$ cat config.mk
export PLATFORM = sky130hd
export DESIGN_NAME = image_draw
export DESIGN_NICKNAME = d
export VERILOG_FILES = /design/src/rtl/image_draw.sv
export SDC_FILE = /design/constraint.sdc
export NUM_CORES = 1
export LEC_CHECK = 0
export CORE_ASPECT_RATIO = 1.2
export CORE_MARGIN = 2
export CORE_UTILIZATION = 40
export DETAILED_ROUTE_END_ITERATION = 8
export PLACE_DENSITY_LB_ADDON = 0.05
export REMOVE_ABC_BUFFERS = 1
export SLEW_MARGIN = 20
export SYNTH_ARGS = -nofsm -noshare
export SYNTH_HDL_FRONTEND = slang
export SYNTH_SLANG_ARGS = --single-unit
$ cat constraint.sdc
create_clock -name clk -period 4.5 [get_ports clk]
set_clock_uncertainty 0.1 [all_clocks]
set_input_delay 0.45 -clock clk [delete_from_list [all_inputs] [get_ports clk]]
set_output_delay 0.45 -clock clk [all_outputs]
set_load 0.03 [all_outputs]
$ cat src/rtl/image_draw.sv
// image_draw: overlays an image held in an external ROM onto a VGA pixel stream.
// A three-stage pipeline (address, ROM wait, colour select) keeps the timing
// signals and colour aligned with the one-clock ROM read latency. Pixels equal
// to KEY_COLOR are transparent and let the background through.
module image_draw #(
   parameter int                    ADDR_WIDTH = 20,
   parameter int                    DATA_WIDTH = 12,
   parameter int                    IMG_W      = 1024,
   parameter int                    IMG_H      = 768,
   parameter int                    XPOS       = 0,
   parameter int                    YPOS       = 0,
   parameter logic [DATA_WIDTH-1:0] KEY_COLOR  = 12'hF0F
) (
   input  logic                  clk,
   input  logic                  rst,
   input  logic                  draw_en,
   input  logic [10:0]           hcount_in,
   input  logic [10:0]           vcount_in,
   input  logic                  hsync_in,
   input  logic                  vsync_in,
   input  logic                  hblnk_in,
   input  logic                  vblnk_in,
   input  logic [11:0]           rgb_in,
   output logic [ADDR_WIDTH-1:0] rom_addr,
   input  logic [DATA_WIDTH-1:0] rom_data,
   output logic [10:0]           hcount_out,
   output logic [10:0]           vcount_out,
   output logic                  hsync_out,
   output logic                  vsync_out,
   output logic                  hblnk_out,
   output logic                  vblnk_out,
   output logic [11:0]           rgb_out
);

   typedef enum logic {
      IDLE   = 1'b0,
      ACTIVE = 1'b1
   } state_t;

   // Window geometry widened to 32 bits so offsets and products never overflow.
   localparam logic [31:0] X_OFS = 32'(XPOS);
   localparam logic [31:0] Y_OFS = 32'(YPOS);
   localparam logic [31:0] W_EXT = 32'(IMG_W);
   localparam logic [31:0] H_EXT = 32'(IMG_H);

   state_t                  state;
   state_t                  next_state;
   logic                    frame_start;
   logic                    in_window;
   logic [31:0]             h_ext;
   logic [31:0]             v_ext;
   logic [31:0]             rel_x;
   logic [31:0]             rel_y;
   logic [ADDR_WIDTH-1:0]   addr_calc;

   logic [10:0]             s1_hcount;
   logic [10:0]             s1_vcount;
   logic                    s1_hsync;
   logic                    s1_vsync;
   logic                    s1_hblnk;
   logic                    s1_vblnk;
   logic [11:0]             s1_rgb;
   logic                    s1_flag;

   logic [10:0]             s2_hcount;
   logic [10:0]             s2_vcount;
   logic                    s2_hsync;
   logic                    s2_vsync;
   logic                    s2_hblnk;
   logic                    s2_vblnk;
   logic [11:0]             s2_rgb;
   logic                    s2_flag;

   assign h_ext       = {21'd0, hcount_in};
   assign v_ext       = {21'd0, vcount_in};
   assign frame_start = (hcount_in == 11'd0) && (vcount_in == 11'd0);

   // The draw decision is only re-evaluated on the first pixel of a frame.
   always_comb begin
      next_state = state;
      if (frame_start) begin
         next_state = draw_en ? ACTIVE : IDLE;
      end
   end

   // Offsets below the window wrap to huge unsigned values, so a single
   // less-than test per axis covers both window edges.
   always_comb begin
      rel_x     = h_ext - X_OFS;
      rel_y     = v_ext - Y_OFS;
      in_window = (rel_x < W_EXT) && (rel_y < H_EXT) && !hblnk_in && !vblnk_in;
      addr_calc = ADDR_WIDTH'(rel_y * W_EXT + rel_x);
   end

   // Controller register: pass-through or draw, latched per frame.
   always_ff @(posedge clk or posedge rst) begin
      if (rst) begin
         state <= IDLE;
      end else begin
         state <= next_state;
      end
   end

   // Stage 1: issue the ROM address and capture the stream with the draw flag.
   always_ff @(posedge clk or posedge rst) begin
      if (rst) begin
         rom_addr  <= '0;
         s1_hcount <= '0;
         s1_vcount <= '0;
         s1_hsync  <= 1'b0;
         s1_vsync  <= 1'b0;
         s1_hblnk  <= 1'b0;
         s1_vblnk  <= 1'b0;
         s1_rgb    <= '0;
         s1_flag   <= 1'b0;
      end else begin
         if (in_window) begin
            rom_addr <= addr_calc;
         end
         s1_hcount <= hcount_in;
         s1_vcount <= vcount_in;
         s1_hsync  <= hsync_in;
         s1_vsync  <= vsync_in;
         s1_hblnk  <= hblnk_in;
         s1_vblnk  <= vblnk_in;
         s1_rgb    <= rgb_in;
         s1_flag   <= in_window && (next_state == ACTIVE);
      end
   end

   // Stage 2: wait one clock while the ROM registers the requested pixel.
   always_ff @(posedge clk or posedge rst) begin
      if (rst) begin
         s2_hcount <= '0;
         s2_vcount <= '0;
         s2_hsync  <= 1'b0;
         s2_vsync  <= 1'b0;
         s2_hblnk  <= 1'b0;
         s2_vblnk  <= 1'b0;
         s2_rgb    <= '0;
         s2_flag   <= 1'b0;
      end else begin
         s2_hcount <= s1_hcount;
         s2_vcount <= s1_vcount;
         s2_hsync  <= s1_hsync;
         s2_vsync  <= s1_vsync;
         s2_hblnk  <= s1_hblnk;
         s2_vblnk  <= s1_vblnk;
         s2_rgb    <= s1_rgb;
         s2_flag   <= s1_flag;
      end
   end

   // Stage 3: pick image or background colour and register all outputs.
   always_ff @(posedge clk or posedge rst) begin
      if (rst) begin
         hcount_out <= '0;
         vcount_out <= '0;
         hsync_out  <= 1'b0;
         vsync_out  <= 1'b0;
         hblnk_out  <= 1'b0;
         vblnk_out  <= 1'b0;
         rgb_out    <= '0;
      end else begin
         hcount_out <= s2_hcount;
         vcount_out <= s2_vcount;
         hsync_out  <= s2_hsync;
         vsync_out  <= s2_vsync;
         hblnk_out  <= s2_hblnk;
         vblnk_out  <= s2_vblnk;
         if (s2_flag && (rom_data != KEY_COLOR)) begin
            rgb_out <= 12'(rom_data);
         end else begin
            rgb_out <= s2_rgb;
         end
      end
   end

endmodule
==> results of run 1 <==
==> power by group through the flow <==
stage / Clock (W) / Combinational, W / Sequential (W)
after CTS: 0.00140 / 0.000368 / 0.00136
after global placement: 0 / 0.000362 / 0.00138
after detailed placement: 0 / 0.000366 / 0.00138
after floorplan: 0 / 0.0000593 / 0.00149
after global routing: 0.00146 / 0.000388 / 0.00137
final: 0.00137 / 0.000361 / 0.00136
==> registers in the layout (all words and copies together) (netlist names), 11 cells and up <==
name,flops
rom_addr,20
rgb_out,12
s1_rgb,12
s2_rgb,12
hcount_out,11
s1_hcount,11
s1_vcount,11
s2_hcount,11
s2_vcount,11
vcount_out,11
==> critical path, delay by kind of cell <==
family                 cells  cell delay [ps]
muxes                      1              430
AOI/OAI and AO/OA          1              880
buffers and inverters      1              430
and+or+nand+nor            1              240
==> per-stage QoR <==
stage | instances | utilization
after floorplan | 248 | -
after global placement | 487 | 0.538
after detailed placement | 487 | 0.538
after CTS | 517 | 0.597
after global routing | 517 | 0.597
final | 517 | 0.597
==> final timing paths <==
check	from	slack [ps]	cells after the start	to
min in group asynchronous	rst	430	2	hsync_out
min	s1_rgb[9]	240	0	s2_rgb[9]
min reg2reg	s1_rgb[9]	240	0	s2_rgb[9]
max reg2reg	s2_flag	3130	2	rgb_out[2]
max	rom_data[4]	2250	4	rgb_out[2]
max in group asynchronous	rst	2980	3	s1_rgb[9]
==> logic make-up (layout without fill, tap and decap cells) <==
logic type | count (synthesis) | count (layout) | synth area share
compound gates | 14 | 14 | 0.0227
xor+xnor | 7 | 7 | 0.0150
fa+ha+maj | 2 | 2 | 0.00613
buf+inv | 6 | 145 | 0.00613
flops | 137 | 137 | 0.840
mux | 9 | 9 | 0.0248
simple gates | 77 | 77 | 0.0852
==> layout by cell type (no fill, tap or decap), types with 2 or more instances in the layout <==
cell	n
xnor2_1	3
mux2_2	9
nor2_1	2
dfrtp_1	137
clkdlybuf4s50_1	110
nor4_1	5
ha_1	2
o21ai_0	8
clkbuf_16	17
nand3_1	2
clkbuf_8	3
nand4_1	3
clkinv_2	3
xor2_1	4
clkinvlp_4	2
nor3_1	2
clkbuf_1	2
bufinv_16	3
buf_4	3
nand4b_1	2
nand2_1	57
==> cell type report <==
cell class / instances / share of cell area
Timing Repair Buffer: 113 / 0.189
Multi-Input combinational cell: 109 / 0.106
Inverter: 2 / 0.00210
Tap cell: 126 / 0.0265
Clock inverter: 8 / 0.0202
Sequential cell: 137 / 0.576
Clock buffer: 22 / 0.0797
==> per-layer routing <==
layer  share of wire  global-route usage
met1            0.42               0.181
met2            0.47               0.216
met3           0.079              0.0592
met4           0.026              0.0876
met5               0                   0
==> Yosys cell counts <==
library cell,n,share of area
dfrtp_1,137,0.84
or4_4,1,0.0028
buf_2,2,0.0025
o31ai_1,2,0.0037
mux2_2,9,0.025
nand3_1,2,0.0025
clkbuf_1,2,0.0018
o21ai_0,8,0.0098
a21oi_1,1,0.0012
ha_1,2,0.0061
nor2_1,2,0.0018
o32a_1,1,0.0025
inv_1,2,0.0018
nand4bb_1,1,0.0028
nor3_1,2,0.0025
a21o_4,1,0.0037
xor2_1,4,0.0086
nor4_1,5,0.0077
xnor2_1,3,0.0064
and4_1,1,0.0021
nand4b_1,2,0.0043
or4_1,1,0.0018
nand4_1,3,0.0046
nand2_1,57,0.052
o211ai_1,1,0.0018
==> impl_metrics.ini, run 1 <==
[run_status]
status = finished clean

[drt]
totalWireLength_um = 7280
drc = 0
drt_first_iter_violations = 110
route.antenna.remaining_nets = 0
wire_per_inst_um = 14.1
vias = 2308
viasPerCell = 4.46
drt_first_pass_iters = 4

[synthesis]
ys.warnings.count = 0
synth-seq-area-share = 0.840
avgSynthCellArea_um2 = 16.2
syn-cell-area_mm2 = 0.00408
synthCells = 252
synth_seq_cells = 137
yosysUniqueCellTypes = 25

[global_route]
track_usage = 0.147
grt_start_max_net_pins = 79
grt_first_pass_wirelength_um = 11700
grt_pass1_vias = 2408
grt_antenna_before_repair = 0
overflow = 0

[floorplan]
core-area_mm2 = 0.00996
floorplan.initialDensity = 0.410
die-area_mm2 = 0.0110
rows = 40
die_h_um = 115
io_pins = 111
die_w_um = 96.2

[final_layout]
antennaDiodeCount = 0
fin_nets = 435
area_delta_synth_final_pct = 45.8
drive_above_1_share = 0.113
fillers = 827
seq_area_mm2 = 0.00343
final_area_mm2 = 0.00595
multi_input_area_um2 = 633

[clocking]
cts_root_buf = clkbuf_16
clk_pin_slew_ps = 50
cts_setup_buffers = 0
cts_buffer_depth = 2
tritoncts = done
hold_buffers = 0
clk_latency_ps = 400
ctsResizeCount = 0
cts_sinks = 137
cts_buffers = 17
ctsHtreeMaxLevel = 4

[timing]
slew_viol_final = 0
fin_crit_sh = 0.500
tightestPinTransition_ps = 980
rsz0062_at_grt = false
hold_viol = 0
relSlewSlack = 0.343
finalSetupTns_ps = 0
min_period_ps = 2250
fmax_mhz = 445
hold_slack_ps = 241
setup_viol = 0
setup_ws_ps = 2250

[worst_setup_path]
cp_max_fo = 12
critical_path_required_ps = 4680
critPathLaunchType = primary input
end_kind = flop
slowest_stage = o31ai_2
crit_type = primary input to flop
max_stage_delay_ps = 880
crit_arrival_ps = 2430
crit_chain = clkdlybuf4s50_1 -> nand4b_1 -> o31ai_2 -> mux2_2

[place]
port_buffers = 110
dp_slack_ps = 1800
placed_area_mm2 = 0.00536
dpl.hpwl_um = 4920
gp_congestion = 0.738

[pwr]
p_comb_frac = 0.117
cell_internal_pwr_w = 0.00239
p_per_area_mw_per_mm2 = 518
p_leak_nw = 2.63
sw_frac_of_total = 0.227
ir_worst_vdd_mv = 0.267
total_power_w = 0.00308
p_sw_w = 0.000699
p_seq_frac = 0.440
clockPowerShare = 0.443

[hold_path]
hp-class = flop to flop

[run]
drv_cap = 0
Power figures use the tool's default switching activity.
==> run 2: changes to the inputs <==
==> constraint.sdc (replaced) <==
create_clock -name clk -period 2.02 [get_ports clk]
set_clock_uncertainty 0.1 [all_clocks]
set_input_delay 0.202 -clock clk [delete_from_list [all_inputs] [get_ports clk]]
set_output_delay 0.202 -clock clk [all_outputs]
set_load 0.03 [all_outputs]
==> impl_metrics.ini, run 2 (same netlist as run 1, synthesis figures left out) <==
[place]
dp_slack_ps = -152
placedCellCount = 511
gp_congestion = 0.819
port_buffers = 110
placed_area_mm2 = 0.00557
dpl.hpwl_um = 5400

[final_layout]
stdcell_count = 542
antennaDiodeCount = 0
drive_above_1_share = 0.163
final_area_mm2 = 0.00615
area_delta_synth_final_pct = 50.6
mostFrequentLayoutCell = dfrtp_1
final_cell_mix = dfrtp_1, clkdlybuf4s50_1, nand2_1
largest_reg_flops = 20
top_register = rom_addr
fillers = 805
fin_nets = 459

[timing]
fin_crit_sh = 0.867
tightestPinTransition_ps = 419
setup_ws_ps = 268
relSlewSlack = 0.718
slew_viol_final = 0
min_period_ps = 1750
hold_viol = 0
fmax_mhz = 571
rsz0062_at_grt = false
setup_viol = 0

[worst_setup_path]
path_delay_family = buffers and inverters
max_stage_delay_ps = 680
crit_type = flop to primary output
end_kind = primary output
critPathLaunchType = flop
worstSetupStartpoint = rom_addr[19]
slowest_stage = clkdlybuf4s50_1
cp_max_fo = 2
crit_chain = clkdlybuf4s50_1
crit_arrival_ps = 1450
r2r_start = s2_flag
critical_path_required_ps = 1720
cp_num_buf_inv = 1

[global_route]
grt_first_pass_wirelength_um = 12400
grt_start_max_net_pins = 45
track_usage = 0.156
grt_pass1_vias = 2575
grt_antenna_before_repair = 0
overflow = 0

[drt]
drc = 0
vias = 2410
viasPerCell = 4.45
drt_first_pass_iters = 4
totalWireLength_um = 7710
wire_per_inst_um = 14.2
drt_first_iter_violations = 77
route.antenna.remaining_nets = 0

[clocking]
ctsHtreeMaxLevel = 4
cts_setup_buffers = 0
hold_buffers = 0
cts_root_buf = clkbuf_16
ctsResizeCount = 0
cts_buffer_depth = 2
clk_latency_ps = 400
cts_sinks = 137
clk_pin_slew_ps = 50
cts_buffers = 17
tritoncts = done

[floorplan]
die-area_mm2 = 0.0110
floorplan.initialDensity = 0.410
rows = 40
core-area_mm2 = 0.00996
die_w_um = 96.2
die_h_um = 115
io_pins = 111

[pwr]
ir_worst_vdd_mv = 0.593
p_leak_nw = 2.75
total_power_w = 0.00679
p_per_area_mw_per_mm2 = 1110

[hold_path]
hp-class = primary input to asynchronous set/reset pin

[run_status]
status = finished clean

[run]
drv_cap = 0
[run 2: changes by cell type in the layout (fill, tap and decap cells not counted), sizes merged]
cell    before  now
buf          3   27
bufinv       3    2
clkbuf      22   23
clkinv       3    4
[run 2: final timing paths]
check / end / slack, ps / cells past startpoint
worst max register to register: rgb_out[0] / 720 / 3
worst max-delay path: rom_addr[19] / 270 / 1
max in group asynchronous: vcount_out[6] / 1170 / 3
worst min-delay path: s2_rgb[2] / 60 / 2
worst min register to register: s2_rgb[1] / 240 / 0
min in group clk: s1_rgb[7] / 140 / 1
[run 2: layout make-up]
type | count | area [um2] | share of cell area
Inverter | 2 | 12.5 | 0.00204
Tap cell | 126 | 158 | 0.0257
Clock inverter | 8 | 95.1 | 0.0155
Clock buffer | 23 | 478 | 0.0778
Timing Repair Buffer | 137 | 1340 | 0.218
Multi-Input combinational cell | 109 | 633 | 0.103
Sequential cell | 137 | 3430 | 0.558
[run 2: through the flow]
step	util	hold WS [ps]	TNS, ps
after global routing	0.617	79.8	0
after floorplan	-	133	-267120
after detailed placement	0.560	235	-255
after CTS	0.617	68.2	0
final	0.617	62.8	0
after global placement	0.560	232	-116
[run 2: layer usage]
layer	up-vias	part of all wire	track usage
met3	4	0.077	0.0737
met5	-	0	0
met4	0	0.0083	0.0600
li1	1135	-	-
met2	78	0.49	0.244
met1	1193	0.42	0.187
[run 2: report_power, final]
part	total, W	switching [W]	internal (W)
registers	0.00302	0.0000744	0.00295
clock network	0.00292	0.00103	0.00190
logic	0.000848	0.000467	0.000380
